### config.mk
export PLATFORM = sky130hd
export DESIGN_NAME = midi_msg_parser
export DESIGN_NICKNAME = d
export VERILOG_FILES = /design/src/rtl/midi_pkg.sv /design/src/rtl/midi_byte_class.sv /design/src/rtl/midi_msg_parser.sv
export SDC_FILE = /design/constraint.sdc
export NUM_CORES = 1
export LEC_CHECK = 0
export ABC_AREA = 1
export ABC_CLOCK_PERIOD_IN_PS = 3300
export CORE_ASPECT_RATIO = 0.9
export CORE_UTILIZATION = 45
export CTS_CLUSTER_SIZE = 20
export DETAILED_ROUTE_END_ITERATION = 10
export PLACE_DENSITY_LB_ADDON = 0.1
export SLEW_MARGIN = 20
export SYNTH_ARGS = -nofsm -noshare
export SYNTH_HDL_FRONTEND = slang
export SYNTH_SLANG_ARGS = --single-unit
### constraint.sdc
create_clock -name clk -period 3.3 [get_ports clk]
set_clock_uncertainty 0.1 [all_clocks]
set_input_delay 0.66 -clock clk [delete_from_list [all_inputs] [get_ports clk]]
set_output_delay 0.66 -clock clk [all_outputs]
set_load 0.02 [all_outputs]
### src/rtl/midi_pkg.sv
// Shared MIDI definitions: status nibbles, special bytes, parser states and
// the per-status data-length / entry-state helpers.
package midi_pkg;

   localparam logic [3:0] NOTE_OFF = 4'h8;
   localparam logic [3:0] NOTE_ON  = 4'h9;
   localparam logic [3:0] POLY_AT  = 4'hA;
   localparam logic [3:0] CTRL     = 4'hB;
   localparam logic [3:0] PROG     = 4'hC;
   localparam logic [3:0] CH_AT    = 4'hD;
   localparam logic [3:0] PITCH    = 4'hE;

   localparam logic [7:0] SYSEX_START = 8'hF0;
   localparam logic [7:0] SYSEX_END   = 8'hF7;
   localparam logic [7:0] RT_MIN      = 8'hF8;

   typedef enum logic [2:0] {
      IDLE  = 3'd0,
      NOTE1 = 3'd1,
      NOTE2 = 3'd2,
      SKIP1 = 3'd3,
      SKIP2 = 3'd4,
      SYSEX = 3'd5
   } midi_state_e;

   function automatic logic [1:0] chan_msg_len(input logic [3:0] hi);
      logic [1:0] len;
      case (hi)
         PROG, CH_AT:                             len = 2'd1;
         NOTE_OFF, NOTE_ON, POLY_AT, CTRL, PITCH: len = 2'd2;
         default:                                 len = 2'd0;
      endcase
      return len;
   endfunction

   // First state after a channel status byte (also where running status resumes).
   function automatic midi_state_e entry_state(input logic [3:0] hi, input logic [1:0] len);
      midi_state_e st;
      if ((hi == NOTE_OFF) || (hi == NOTE_ON)) begin
         st = NOTE1;
      end else if (len == 2'd1) begin
         st = SKIP1;
      end else if (len == 2'd2) begin
         st = SKIP2;
      end else begin
         st = IDLE;
      end
      return st;
   endfunction

endpackage

### src/rtl/midi_byte_class.sv
// Combinational MIDI byte classifier, reusable by any MIDI byte consumer.
module midi_byte_class
   import midi_pkg::*;
(
   input  logic [7:0] byte_in,
   output logic       is_data,
   output logic       is_chan_status,
   output logic       is_sys_common,
   output logic       is_realtime,
   output logic [1:0] msg_len
);

   // Range decode of the byte; msg_len is only meaningful for channel status.
   always_comb begin
      is_data        = 1'b0;
      is_chan_status = 1'b0;
      is_sys_common  = 1'b0;
      is_realtime    = 1'b0;
      msg_len        = 2'd0;
      if (byte_in[7] == 1'b0) begin
         is_data = 1'b1;
      end else if (byte_in >= RT_MIN) begin
         is_realtime = 1'b1;
      end else if (byte_in >= SYSEX_START) begin
         is_sys_common = 1'b1;
      end else begin
         is_chan_status = 1'b1;
         msg_len        = chan_msg_len(byte_in[7:4]);
      end
   end

endmodule

### src/rtl/midi_msg_parser.sv
// MIDI channel-voice parser with running status: emits one-cycle note-on/off
// events and silently skips every other message type.
module midi_msg_parser
   import midi_pkg::*;
#(
   parameter bit         FILTER_EN = 1'b0,
   parameter logic [3:0] CHANNEL   = 4'h0,
   parameter bit         VEL0_OFF  = 1'b1
) (
   input  logic       clk,
   input  logic       rst,
   input  logic [7:0] byte_in,
   input  logic       byte_valid,
   input  logic       frame_err,
   output logic       ev_valid,
   output logic       ev_on,
   output logic [3:0] ev_chan,
   output logic [6:0] ev_note,
   output logic [6:0] ev_vel,
   output logic [7:0] run_status
);

   midi_state_e state_r, next_state_s;
   logic [7:0]  status_r, status_nx_s;
   logic [6:0]  note_r, note_nx_s;
   logic        emit_s, chan_ok_s, on_s;
   logic        ev_valid_r, ev_on_r;
   logic [3:0]  ev_chan_r;
   logic [6:0]  ev_note_r, ev_vel_r;

   logic        is_data_s, is_chan_status_s, is_sys_common_s, is_realtime_s;
   logic [1:0]  msg_len_s;

   midi_byte_class u_class (
      .byte_in        (byte_in),
      .is_data        (is_data_s),
      .is_chan_status (is_chan_status_s),
      .is_sys_common  (is_sys_common_s),
      .is_realtime    (is_realtime_s),
      .msg_len        (msg_len_s)
   );

   // Parser state register.
   always_ff @(posedge clk) begin
      if (rst) begin
         state_r <= IDLE;
      end else begin
         state_r <= next_state_s;
      end
   end

   // Next state, running status and note latch; frame errors win over bytes.
   always_comb begin
      next_state_s = state_r;
      status_nx_s  = status_r;
      note_nx_s    = note_r;
      emit_s       = 1'b0;
      if (frame_err) begin
         next_state_s = IDLE;
         status_nx_s  = 8'h00;
      end else if (byte_valid) begin
         if (is_realtime_s) begin
            next_state_s = state_r;
         end else if (is_sys_common_s) begin
            status_nx_s = 8'h00;
            if (byte_in == SYSEX_START) begin
               next_state_s = SYSEX;
            end else begin
               next_state_s = IDLE;
            end
         end else if (is_chan_status_s) begin
            status_nx_s  = byte_in;
            next_state_s = entry_state(byte_in[7:4], msg_len_s);
         end else if (is_data_s) begin
            case (state_r)
               IDLE:  next_state_s = IDLE;
               NOTE1: begin
                  note_nx_s    = byte_in[6:0];
                  next_state_s = NOTE2;
               end
               NOTE2: begin
                  emit_s       = 1'b1;
                  next_state_s = NOTE1;
               end
               SKIP2: next_state_s = SKIP1;
               SKIP1: next_state_s = entry_state(status_r[7:4], chan_msg_len(status_r[7:4]));
               SYSEX: next_state_s = SYSEX;
               default: begin
                  next_state_s = IDLE;
                  status_nx_s  = 8'h00;
               end
            endcase
         end else begin
            next_state_s = state_r;
         end
      end else begin
         next_state_s = state_r;
      end
   end

   // Event attributes for a note message completing on this byte.
   always_comb begin
      if (FILTER_EN && (status_r[3:0] != CHANNEL)) begin
         chan_ok_s = 1'b0;
      end else begin
         chan_ok_s = 1'b1;
      end
      if (status_r[7:4] == NOTE_ON) begin
         if (byte_in[6:0] != 7'd0) begin
            on_s = 1'b1;
         end else if (VEL0_OFF) begin
            on_s = 1'b0;
         end else begin
            on_s = 1'b1;
         end
      end else begin
         on_s = 1'b0;
      end
   end

   // Running status, note latch and registered event outputs.
   always_ff @(posedge clk) begin
      if (rst) begin
         status_r   <= 8'h00;
         note_r     <= 7'd0;
         ev_valid_r <= 1'b0;
         ev_on_r    <= 1'b0;
         ev_chan_r  <= 4'd0;
         ev_note_r  <= 7'd0;
         ev_vel_r   <= 7'd0;
      end else begin
         status_r   <= status_nx_s;
         note_r     <= note_nx_s;
         ev_valid_r <= emit_s & chan_ok_s;
         if (emit_s && chan_ok_s) begin
            ev_on_r   <= on_s;
            ev_chan_r <= status_r[3:0];
            ev_note_r <= note_r;
            ev_vel_r  <= byte_in[6:0];
         end
      end
   end

   assign ev_valid   = ev_valid_r;
   assign ev_on      = ev_on_r;
   assign ev_chan    = ev_chan_r;
   assign ev_note    = ev_note_r;
   assign ev_vel     = ev_vel_r;
   assign run_status = status_r;

endmodule

==> results_dict.tcl <==
set metrics [dict create \
    initial_core_util 0.491 \
    synth_seq_area_share 0.487 \
    cts.clk_slew.worst_paths_ns 0.08 \
    drt_iter0_drc 96 \
    ff2ff_setup_slack_ns 1.57 \
    yosysTopAreaCellShare 0.487 \
    die_w_um 64.1 \
    synth_top_cells_by_count "41 x nand2_1, 39 x nor2_1, 38 x dfxtp_1" \
    grt_max_degree 26 \
    grt_pass1_vias 1395 \
    gp_congestion 0.860 \
    yosys-top-cells-area "dfxtp_1 49%, nand2_1 9.8%, nor2_1 9.4%" \
    antenna_found_initial 0 \
    required_ns 3.43 \
    fmax_mhz 464 \
    area_growth_pct 32.2 \
    clock_sinks 38 \
    num_vias 1505 \
    core-area_mm2 0.00319 \
    whs_ns 0.383 \
    grt_overflow 0 \
    cts_buffers 5 \
    synth.distinct_cells 20 \
    reg2reg_from "state_r[0]$_SDFFE_PP0P_" \
    slew_headroom 0.554 \
    maxSlewViolCount 0 \
    cap_violations 0 \
    synthFlopType "dfxtp_1" \
    syn_avg_cell_area_um2 7.27 \
    wl_um 3850 \
    cts_buffer_depth 2 \
    htreeDepth 2 \
    hpwl_um 2730 \
    cts_tree "done" \
    end_kind "register" \
    worstPathArrival_ns 2.29 \
    antenna_left 0 \
    ctsResizeCount 0 \
    cts_hold_buf 0 \
    finalHoldViolCount 0 \
    clock_latency_ns 0.29 \
    ys_warn_count 0 \
    nets 267 \
    yosysTopAreaCell "dfxtp_1" \
    wire_per_inst_um 12.9 \
    dieArea_mm2 0.00371 \
    diodes 0 \
    fp.dieH_um 57.9 \
    critPathLaunchType "input port" \
    io_pins 40 \
    cts_setup_buffers 0 \
    drcViolationCount 0 \
    finalSetupTns_ns 0 \
    period_needed_ns 2.15 \
    synth_edf_count 0 \
    cp_max_fo 15 \
    power_density_mw_per_mm2 447 \
    vias_per_cell 5.05 \
    min_path_type "reg2reg" \
    setup_viol 0 \
    syn_inst 215 \
    first_pass_iters 4 \
    crit_start "byte_in[7]" \
    post-synth-top-count-cell "nand2_1" \
    worst_pin_slew_ns 0.667 \
    syn_nets 227 \
    place.port_buffers 39 \
    num_rows 19 \
    path_class "in2reg" \
    min_period_over_period 0.653 \
    hp-start "ev_on$_SDFFE_PP0P_" \
    postSynth.asyncResetShare 0 \
    status "finished, final reports clean" \
    cts-root-buf "clkbuf_8" \
    drive_gt1_frac 0.0625 \
    leakage_nw 0.884 \
    grt_pass1_wl_um 6270 \
    postSynthRegisterBits 38 \
    grtUsageTotal 0.224 \
    peakVddDrop_uv 376 \
    synth_area_mm2 0.00156 \
    rsz0062_at_grt "no" \
]
==> critical path, cell delays in order <==
cell and delay, ns:
clkdlybuf4s50_1 0.47, inv_1 0.10, nand3_1 0.15, nor3_4 0.39, buf_4 0.28, o21ai_0 0.10, a21oi_1 0.14
==> routing by layer <==
metal | global-route usage | wire (µm)
met1 | 0.298 | 1940
met2 | 0.340 | 1640
met3 | 0.0512 | 177
met4 | 0.121 | 94
met5 | 0 | 0
==> where the power goes <==
group,switching [W],internal [W],total (W)
sequential,0.00000595,0.000464,0.000470
clock,0.000163,0.000222,0.000385
combinational,0.0000417,0.0000274,0.0000692
total,0.000211,0.000713,0.000924
==> cell usage in the layout, fill, tap and decap left out <==
cell and count:
nand2_1 41, nor2_1 39, clkdlybuf4s50_1 39, dfxtp_1 38, o21ai_0 25, a21oi_1 25, inv_1 18, nand3_1 7
clkbuf_8 5, inv_2 3, nor3_1 3, o21ai_1 2, clkinv_2 2, a211oi_1 1, nand3_2 1, clkinv_1 1
nand4_1 1, nand2_2 1, nor3_4 1, nor2_2 1, bufinv_16 1, buf_4 1
==> path summary, 6_finish.rpt <==
| path | to | cells past startpoint |
|---|---|---|
| worst max-delay path | ev_vel[3]$_SDFFE_PP0P_ | 7 |
| worst min-delay path | ev_on$_SDFFE_PP0P_ | 2 |
| worst max register to register | note_r[1]$_SDFFE_PP0P_ | 4 |
| worst min register to register | ev_on$_SDFFE_PP0P_ | 2 |
==> kinds of logic after synthesis <==
logic type,count (synthesis),share of synthesized area
AO/OA/AOI/OAI,53,0.171
AND/OR/NAND/NOR,95,0.253
buffers and inverters,29,0.0889
flip-flops,38,0.487
==> through the flow <==
step	utilization	setup WS, ns	power, W	cells	area (µm²)
6_report	0.648	1.15	0.000924	298	2070
5_1_grt	0.648	0.963	0.000955	298	2070
4_1_cts	0.648	1.17	0.000928	298	2070
3_5_place_dp	0.614	0.863	0.000548	290	1960
3_3_place_gp	0.614	0.926	0.000548	290	1960
2_1_floorplan	-	1.64	0.000515	215	1560
==> sequential cells by signal, indices dropped and copies added, names as in the netlist <==
signal / flops
ev_note: 7
note_r: 7
ev_on: 1
ev_valid: 1
ev_chan: 4
run_status: 8
ev_vel: 7
state_r: 3
==> cell type report <==
cell class                      instances  area (µm²)
Clock buffer                            5        68.8
Clock inverter                          3        40.0
Fill cell                             310        1120
Inverter                               22        82.6
Multi-Input combinational cell        148         663
Sequential cell                        38         761
Tap cell                               42        52.6
Timing Repair Buffer                   40         398
Note: power is estimated with default switching activity, not from simulation.
==> RTL change 1: new RTL, same flow settings <==
`FILTER_EN`: 1'b0 -> 1'b1.
--- a/src/rtl/midi_msg_parser.sv
+++ b/src/rtl/midi_msg_parser.sv
@@ -3,7 +3,7 @@
 module midi_msg_parser
    import midi_pkg::*;
 #(
-   parameter bit         FILTER_EN = 1'b0,
+   parameter bit         FILTER_EN = 1'b1,
    parameter logic [3:0] CHANNEL   = 4'h0,
    parameter bit         VEL0_OFF  = 1'b1
 ) (
Behaviour: not the same (a bounded check fails within 4 cycles, from zero or initial values and one cycle with rst high).
==> RTL change 1 against the unedited design <==
- via count increased by 1.1%
- count of clock-buffer cells in the layout increased by 1
- combinational power increased by 18%
- final cell count increased by 3.4%
- area after synthesis increased by 4.2%
- design area increased by 5.9%
- setup slack got worse by 220 ps
- total power increased by 12%
- global-route usage decreased by 0.62 points
- wire length decreased by 1.1%
- sequential cell count unchanged
- critical path type unchanged
- critical endpoint is now ev_vel[5]
- largest cell class unchanged
==> RTL change 1: results (changes against the unedited design) <==
stage,metric,value,unit,change
placement,dp_hpwl,2.81,mm,+3.1%
detailed_routing,dr_wl_met2,1.60,mm,-2.7%
min_path,hold_start,ev_chan[1],,
detailed_routing,met3_length,236,um,+33%
critical_path,arrival,2480,ps,+190 ps
min_path,worstHoldEndpoint,ev_chan[1],,
run_status,outcome,"finished, final reports clean",,
synthesis,seq_area_frac_synth,46.7,%,-2.0 points
placement,place_ws,616,ps,-247 ps
global_route,grt_max_degree,22,,-15%
critical_path,worst-r2r-cell-count,7,,+3
synthesis,ys_types,25,,+25%
placement,gp_congestion,0.880,,+2.2%
detailed_routing,first_iter_violations,87,,-9.4%
power,peakVddDrop,0.000332,V,-12%
synthesis,syn_inst,222,,+3.3%
global_route,grt_pass1_wl,6.20,mm,-1.1%
global_route,grtUsageMet2,31.7,%,-2.4 points
power,leakagePower,0.000865,uW,-2.1%
power,p_comb_share,7.9,%,+0.4 points
synthesis,synthesis.nets,234,,+3.1%
placement,place_inst,300,,+3.4%
finish,final_layout_size_suffix_gt1_share,8.33,%,+2.1 points
synthesis,synthTopCellsByArea,"dfxtp_1, nand2_1, nor2_1, a21oi_1, inv_1",,
critical_path,cp_max_fo,21,,+6
sta,fin_crit,2370,ps,+217 ps
[RTL change 1: per-stage QoR]
stage	hold WS, ps	util (%)	instance area, um2
after floorplan	336	-	1630
after global routing	366	63.8	2190
after CTS	346	63.8	2190
after detailed placement	332	59.7	2050
after global placement	334	59.7	2050
final	347	63.8	2190
[RTL change 1: final cells by class]
| class | instances | share of cell area [%] |
|---|---|---|
| clock buffer | 6 | 3.77 |
| clock inverter | 2 | 2.74 |
| inverter | 23 | 4.06 |
| multi-input combinational | 155 | 34.0 |
| sequential | 38 | 34.8 |
| tap | 44 | 2.52 |
| timing repair buffer | 40 | 18.2 |
[RTL change 1: critical path, cell delays in order]
cell and delay (ps):
clkdlybuf4s50_1 550, nor2_1 160, nand2_1 50, nor2_1 110
nand2_2 170, inv_1 490, nor2_1 90, a211oi_1 190
[RTL change 1: cell families (layout without fill, tap and decap cells)]
kind of cell | count (synthesis) | in the layout
DFF | 38 | 38
AOI/OAI and AO/OA | 38 | 38
and+or+nand+nor | 117 | 117
buffers and inverters | 29 | 71
==> RTL change 2: new RTL, same settings <==
Made on the original files. Reset style: asynchronous (`rst`), changed in 2 clocked blocks.
--- a/src/rtl/midi_msg_parser.sv
+++ b/src/rtl/midi_msg_parser.sv
@@ -41,7 +41,7 @@
    );
 
    // Parser state register.
-   always_ff @(posedge clk) begin
+   always_ff @(posedge clk or posedge rst) begin
       if (rst) begin
          state_r <= IDLE;
       end else begin
@@ -119,7 +119,7 @@
    end
 
    // Running status, note latch and registered event outputs.
-   always_ff @(posedge clk) begin
+   always_ff @(posedge clk or posedge rst) begin
       if (rst) begin
          status_r   <= 8'h00;
          note_r     <= 7'd0;
Formal check against the unedited RTL: differs if rst is asserted again (counterexample within 4 cycles, from zero or initial values and one cycle with rst high); with rst held inactive, the same outputs for 4 cycles.
==> RTL change 2 against the unedited design <==
- largest cell class unchanged
- setup slack worse by 16 ps
- critical path type unchanged
- via count shrank 4.1%
- critical endpoint is now ev_vel[4]
- utilization decreased by 3.8 points
- global-route usage is 1.9 points lower
- design area increased by 10%
- wire length down 5.0%
- sequential share of layout area rose by 4.9 points
- sequential cell count stayed put
- area after synthesis up 12%
- die area is 12% higher
Power is not compared: it rests on default switching activity, and its combinational part moved more than twofold at a synthesized area within 25%.
==> RTL change 2: results (changes against the unedited design) <==
stage,metric,value,unit,change
critical_path,cp_max_fo,26,,+11
finish,nFillCells,350,,+13%
placement,dpl_cell_area,0.00217,mm2,+11%
synthesis,seq_area_frac_synth,54.3,%,+5.6 points
global_route,grtUsageMet1,28.8,%,-0.99 points
synthesis,async_flop_share,100,%,+100 points
detailed_routing,via_per_inst,4.88,,-3.5%
global_route,met3_usage,7.22,%,+2.1 points
global_route,grt_pass1_wl,5.98,mm,-4.6%
global_route,grt_pass1_vias,1282,,-8.1%
placement,gp_congestion,0.864,,+0.49%
detailed_routing,met3_length,213,um,+20%
sta,tightest_slew,484,ps,-183 ps
placement,place_inst,289,,-0.34%
synthesis,syn_inst,207,,-3.7%
synthesis,synthTopCellsByArea,"dfrtp_1, nand2_1, o21ai_2, nand3_1, inv_1",,
placement,dp_hpwl,2.58,mm,-5.2%
finish,finish.utilization,61.1,%,-3.8 points
synthesis,ys_top_cells_by_count,"nand2_1, dfrtp_1, inv_1",,
detailed_routing,met1_length,1.85,mm,-4.7%
finish,final_layout_size_suffix_gt1_share,12.0,%,+5.8 points
run_status,outcome,"finished, final reports clean",,
critical_path,arrival,2250,ps,-40 ps
detailed_routing,vias,1443,,-4.1%
global_route,grt_util_all_layers,20.5,%,-1.9 points
detailed_routing,dr_wl_met2,1.54,mm,-6.0%
-- RTL change 2: cell types whose count changed after synthesis, sizes merged, moves of 2 or more --
cell,unedited run,this run
clkbuf,2,0
nand3,8,13
dfxtp,38,0
nor3,4,1
nand2,42,94
nand4,1,5
dfrtp,0,38
a21oi,25,2
o21ai,27,18
inv,21,19
nor2,40,11
-- RTL change 2: logic make-up after synthesis --
| group | share of synthesized area [%] |
|---|---|
| compound gates | 9.36 |
| flops | 54.3 |
| simple gates | 29.9 |
| buf+inv | 6.43 |
-- RTL change 2: layout make-up --
type | count | area share [%]
clock buffers | 6 | 3.62
flip-flops and latches | 38 | 41.7
repair buffers | 40 | 17.5
multi-input cells | 146 | 30.2
clock inverters | 1 | 1.32
well taps | 46 | 2.53
inverters | 19 | 3.13
-- RTL change 2: worst min-delay path, delay by kind of cell (launching register included) --
family / cells / cell delay (ps)
flip-flops: 1 / 350
AND/OR/NAND/NOR: 2 / 90
-- RTL change 2: final timing paths --
check / cells after the start / to / slack [ps] / start
min: 2 / ev_chan[0] / 370 / ev_chan[0]
max reg2reg: 7 / ev_vel[4] / 1590 / state_r[1]
max in group asynchronous: 3 / note_r[4] / 2090 / rst
min in group asynchronous: 3 / run_status[5] / 680 / rst
max: 7 / ev_vel[4] / 1130 / byte_in[7]
min reg2reg: 2 / ev_chan[0] / 370 / ev_chan[0]
-- RTL change 2: power breakdown --
group / internal, uW / switching [uW] / total (uW)
Clock: 242 / 161 / 403
Sequential: 542 / 47.0 / 589
Combinational: 149 / 171 / 319
Total: 932 / 379 / 1310
-- RTL change 2: stage by stage --
stage | worst slack [ps] | hold WS, ps
2_1_floorplan | 1680 | 349
3_3_place_gp | 930 | 362
3_5_place_dp | 822 | 359
4_1_cts | 1110 | 377
5_1_grt | 938 | 398
6_report | 1130 | 370
